File: config.mk
export PLATFORM = sky130hd
export DESIGN_NAME = loop_nest_sequencer
export DESIGN_NICKNAME = d
export VERILOG_FILES = /design/src/rtl/loop_nest_sequencer.sv
export SDC_FILE = /design/constraint.sdc
export NUM_CORES = 1
export LEC_CHECK = 0
export CORE_ASPECT_RATIO = 0.7
export CORE_MARGIN = 8
export CORE_UTILIZATION = 52
export DETAILED_ROUTE_END_ITERATION = 16
export PLACE_DENSITY = 0.88
export SETUP_SLACK_MARGIN = 0.05
export SYNTH_ARGS = -nofsm -noshare
export SYNTH_HDL_FRONTEND = slang
export SYNTH_SLANG_ARGS = --single-unit
File: constraint.sdc
create_clock -name clk_i -period 2.8 [get_ports clk_i]
set_input_delay 0.28 -clock clk_i [delete_from_list [all_inputs] [get_ports clk_i]]
set_output_delay 0.28 -clock clk_i [all_outputs]
set_load 0.05 [all_outputs]
File: src/rtl/loop_nest_sequencer.sv
// loop_nest_sequencer: three-level nested loop index generator.
// Emits one (inner, mid, outer) tuple per accepted beat under valid/ready,
// with first/last flags, a running beat ordinal and a done pulse after the
// final beat has been taken by the consumer.
module loop_nest_sequencer #(
    parameter int unsigned Bits = 8
) (
    input  logic                clk_i,
    input  logic                rst_ni,
    input  logic                start_i,
    input  logic                abort_i,
    input  logic [Bits-1:0]     inner_end_i,
    input  logic [Bits-1:0]     mid_end_i,
    input  logic [Bits-1:0]     outer_end_i,
    input  logic                ready_i,
    output logic                valid_o,
    output logic [Bits-1:0]     inner_o,
    output logic [Bits-1:0]     mid_o,
    output logic [Bits-1:0]     outer_o,
    output logic                first_o,
    output logic                last_o,
    output logic [3*Bits-1:0]   beat_o,
    output logic                busy_o,
    output logic                done_o
);

    typedef enum logic [1:0] {
        IDLE = 2'd0,
        RUN  = 2'd1,
        DONE = 2'd2
    } state_t;

    localparam logic [Bits-1:0]   CntZero  = '0;
    localparam logic [Bits-1:0]   CntOne   = Bits'(1);
    localparam logic [3*Bits-1:0] BeatOne  = (3*Bits)'(1);

    state_t            state;
    state_t            state_next;

    logic [Bits-1:0]   inner;
    logic [Bits-1:0]   mid;
    logic [Bits-1:0]   outer;
    logic [Bits-1:0]   inner_end;
    logic [Bits-1:0]   mid_end;
    logic [Bits-1:0]   outer_end;
    logic [3*Bits-1:0] beat;

    logic              in_run;
    logic              xfer;
    logic              inner_wrap;
    logic              mid_wrap;
    logic              at_last;
    logic              start_ok;

    // Wrap/terminal detection is purely unsigned equality against latched ends.
    assign in_run     = (state == RUN);
    assign xfer       = in_run && ready_i;
    assign inner_wrap = (inner == inner_end);
    assign mid_wrap   = (mid == mid_end);
    assign at_last    = inner_wrap && mid_wrap && (outer == outer_end);
    assign start_ok   = (state == IDLE) && start_i && !abort_i;

    // State register; reset drops straight to IDLE so outputs clear at once.
    always_ff @(posedge clk_i or negedge rst_ni) begin
        if (!rst_ni) begin
            state <= IDLE;
        end else begin
            state <= state_next;
        end
    end

    // Next-state and status outputs; abort takes priority over any other move.
    always_comb begin
        state_next = state;
        valid_o    = 1'b0;
        busy_o     = 1'b0;
        done_o     = 1'b0;
        first_o    = 1'b0;
        last_o     = 1'b0;
        case (state)
            IDLE: begin
                if (start_ok) begin
                    state_next = RUN;
                end
            end
            RUN: begin
                valid_o = 1'b1;
                busy_o  = 1'b1;
                first_o = (inner == CntZero) && (mid == CntZero) && (outer == CntZero);
                last_o  = at_last;
                if (abort_i) begin
                    state_next = IDLE;
                end else if (xfer && at_last) begin
                    state_next = DONE;
                end
            end
            DONE: begin
                done_o     = 1'b1;
                state_next = IDLE;
            end
            default: begin
                state_next = IDLE;
            end
        endcase
    end

    // Ends are captured only on an accepted start; counters step per transfer
    // and hold on the final beat so the tuple saturates at the last index.
    always_ff @(posedge clk_i or negedge rst_ni) begin
        if (!rst_ni) begin
            inner     <= '0;
            mid       <= '0;
            outer     <= '0;
            beat      <= '0;
            inner_end <= '0;
            mid_end   <= '0;
            outer_end <= '0;
        end else if (start_ok) begin
            inner     <= '0;
            mid       <= '0;
            outer     <= '0;
            beat      <= '0;
            inner_end <= inner_end_i;
            mid_end   <= mid_end_i;
            outer_end <= outer_end_i;
        end else if (xfer && !at_last) begin
            beat <= beat + BeatOne;
            if (inner_wrap) begin
                inner <= '0;
                if (mid_wrap) begin
                    mid   <= '0;
                    outer <= outer + CntOne;
                end else begin
                    mid <= mid + CntOne;
                end
            end else begin
                inner <= inner + CntOne;
            end
        end
    end

    assign inner_o = inner;
    assign mid_o   = mid;
    assign outer_o = outer;
    assign beat_o  = beat;

endmodule

==> impl_results.md <==
- Sequential area share after synthesis: 45.3%
- CP Data Required Time: 2520 ps
- Final hold vios: 0
- Count leader, synth: nand2_1
- RR Endpoint: outer_o[5]$_DFFE_PN0P_
- Antenna Cells: 0
- Die Wd: 122 um
- Synthesized area per cell: 8.92 um^2
- Pin slew with the least headroom to its limit: 896 ps
- Fin area: approximately 5200 um^2
- I/O Buffers: roughly 80
- Post-route core utilization: 67.6%
- Synth area leaders: dfrtp_1 45%, xnor2_1 9.4%, nand2_1 9.2%, nor2_1 4.0%, nand3_1 2.5%
- Routability cong.: ~0.89
- Most common library cells after synthesis: 100 x nand2_1, 74 x dfrtp_1, 44 x nor2_1, 44 x xnor2_1, 20 x nand3_1
- Synth-to-Final Area Change: 28.0%
- Area of the multi-input gates: 2050 um^2
- RSZ-0062 raised after global routing: true
- Filler Cell Count: 600
- Leakage: 2.30 nW
- Top delay family on crit path: simple AND/OR/NAND/NOR gates
- CTS tree: done
- Post-DRT Antenna Nets: 0
- TNS Setup: 0 ps
- CTS root buf: clkbuf_8
- Setup ws final: 130 ps
- Asr flop ratio synth: 100%
- Largest net degree at the start of global routing: 33
- Worst skew pair latency: 350 ps
- Crit-path max FO: 31
- Post-Syn Area: 4080 um^2
- Final WL: 11.1 mm
- Total GRT Usage: 20.6%
- Final Setup Violations: 0
- Status: completed
- Worst path bufs/invs: 2
- Slew Viols, Final: 0
- Cells after Synth: 458
- First-pass GRT wire length: 18.5 mm
- Yosys warning total: 0
- Critical path type: register to primary output
- Vias in the first global route: 3628
- DP Worst Slack: 359 ps
- Synth cell types: 54
- CTS Sinks: 74
- Core Region: just under 8000 um^2
- Initial antenna violation count: 0
- Number of flops mapped to enable cells by yosys: 0
- Post-CTS setup buffers: 0
- Slowest stage delay, CP: 500 ps
- DRC Markers: 0
- Slowest library cell on the worst path: dfrtp_1
- Fin crit period: approximately 2700 ps
- Arrival time at the worst endpoint: 2390 ps
- Main synth FF type: dfrtp_1
- Site row count: 27
- Reg area: ~1900 um^2
- Synth area leader: dfrtp_1
- Htree depth: 3
- Final net count: about 570
- Worst r2r src: inner_o[2]$_DFFE_PN0P_
- Final HPWL from detailed placement: 7.96 mm
- Synthesized net count: approximately 490
- Reg2Reg Depth: 7
- Slew headroom: 40.1%
- Starting density of the core: 52.8%
- Die Y: between 90 and 100 um
- Flop2flop setup slack: 390 ps
- CTS Buf Count: 9
- Max Cap Viol: 0
- DR WL/cell: 17.3 um
- Top-area cell type share of the netlist area: 45.3%
- Worst hold path class: primary input to asynchronous set/reset pin
- Via count: 3700
- Gr ovfl total: 0
- CP Capture Type: primary output
- Clock Path Buffers: 2
- Share of cells above drive strength 1: 7.75%
- Max VDD drop: approximately 0.27 mV
- Vias per inst: between 5 and 6
- Critical Path Source Type: register
- Fin Clk Skew: 7.39 ps
- Drt pass-1 iters: 5
- Achievable frequency: 375 MHz
- DRT iter0 DRCs: 265
- Worst-path cell chain: xnor2_1 > nand4_2 > nor4_4 > buf_6 > nand2_1 > nor2_2 > buf_12
- Pwr dens: between 500 and 600 nW/um^2
- Final Cycle Share: 95.4%
- Placed instance area: 5020 um^2
- Top Ports: 82
- Die area: 11000 um^2
- Synthesis-stage register bit count: 74
- Worst-path clk slew: 80 ps
==> state kept, by name, indices dropped and copies added, names as in the netlist <==
register / count
outer_end: 8
outer_o: 8
beat_o: 24
mid_o: 8
inner_o: 8
state: 2
inner_end: 8
mid_end: 8
==> cell usage in the layout (no fill, tap or decap), types with 2 or more instances in the layout <==
| cell | count |
|---|---|
| o31ai_1 | 5 |
| nor4_1 | 8 |
| a21oi_1 | 9 |
| a2111oi_0 | 6 |
| xor2_1 | 2 |
| xnor2_1 | 44 |
| buf_4 | 11 |
| or4_1 | 2 |
| a211oi_1 | 9 |
| o211ai_1 | 2 |
| a211o_1 | 2 |
| nor2b_1 | 2 |
| nor2_1 | 43 |
| nor3_1 | 3 |
| or3_1 | 2 |
| nand2b_1 | 3 |
| inv_1 | 17 |
| mux2_2 | 2 |
| nor4b_1 | 2 |
| o21ai_0 | 11 |
| clkinv_2 | 2 |
| ha_1 | 7 |
| nand4_1 | 11 |
| clkbuf_8 | 13 |
| and3_1 | 12 |
| mux2i_1 | 4 |
| a22oi_1 | 3 |
| nand2_1 | 100 |
| a21boi_0 | 4 |
| or2_2 | 2 |
| nand3_1 | 20 |
| buf_12 | 2 |
| clkdlybuf4s50_1 | 78 |
| dfrtp_1 | 74 |
==> layer usage <==
layer / track usage (%) / vias to the layer above / share of wire [%] / wire [um]
li1: - / 1722 / - / -
met4: 6.45 / 0 / 1.6 / 175
met2: 31.3 / 157 / 46 / 5090
met1: 27.6 / 1809 / 46 / 5060
met5: 0 / - / 0 / 0
met3: 6.00 / 12 / 7.0 / 777
==> cell type report <==
class                      count  area share, %
clock buffer                  13           3.42
clock inverter                 2          0.191
inverter                      17           1.22
multi-input combinational    341           39.3
sequential                    74           35.4
tap                          101           2.42
timing repair buffer          95           18.0
==> cell families after synthesis <==
group	share of synthesized area, %
buf+inv	4.56
flops	45.3
compound gates	10.3
mux	1.53
simple gates	26.2
xor+xnor	9.87
fa+ha+maj	2.14
==> worst register-to-register path, stage by stage (launching register included) <==
cell	delay, ps
dfrtp_1	500
xnor2_1	250
nand4_2	190
nor4_4	330
buf_6	280
nand3b_2	200
nor4_1	360
mux2i_1	230
==> worst max path at each step <==
stage	cells after the start	slack, ps	from	endpoint
after floorplan	8	60	inner_o[3]$_DFFE_PN0P_	last_o
after global placement	6	410	abort_i	inner_o[5]$_DFFE_PN0P_
after detailed placement	7	360	inner_o[4]$_DFFE_PN0P_	outer_o[5]$_DFFE_PN0P_
after CTS	6	50	mid_o[0]$_DFFE_PN0P_	first_o
after global routing	7	8	inner_o[4]$_DFFE_PN0P_	last_o
final	7	130	inner_o[2]$_DFFE_PN0P_	last_o
==> through the flow <==
step / hold WS (ps) / std cells / total power [W]
after global placement: 276 / 627 / 0.00216
after floorplan: -15.6 / 458 / 0.00189
after global routing: 449 / 643 / 0.00310
after detailed placement: 283 / 627 / 0.00218
after CTS: 437 / 643 / 0.00298
final: 441 / 643 / 0.00296
==> power breakdown <==
group	leakage, nW	internal (W)	total [W]	switching [W]
combinational	1.21	0.000332	0.000835	0.000503
sequential	0.987	0.00118	0.00134	0.000154
clock	0.101	0.000411	0.000786	0.000375
==> what timing repair did <==
| action | in CTS | in global routing |
|---|---|---|
| setup endpoints to repair | 0 | 2 |
| hold buffers | 1 | 0 |
| hold endpoints to repair | 22 | 0 |
| gates resized for setup | 0 | 2 |
Note: power is estimated with default switching activity, not from simulation.
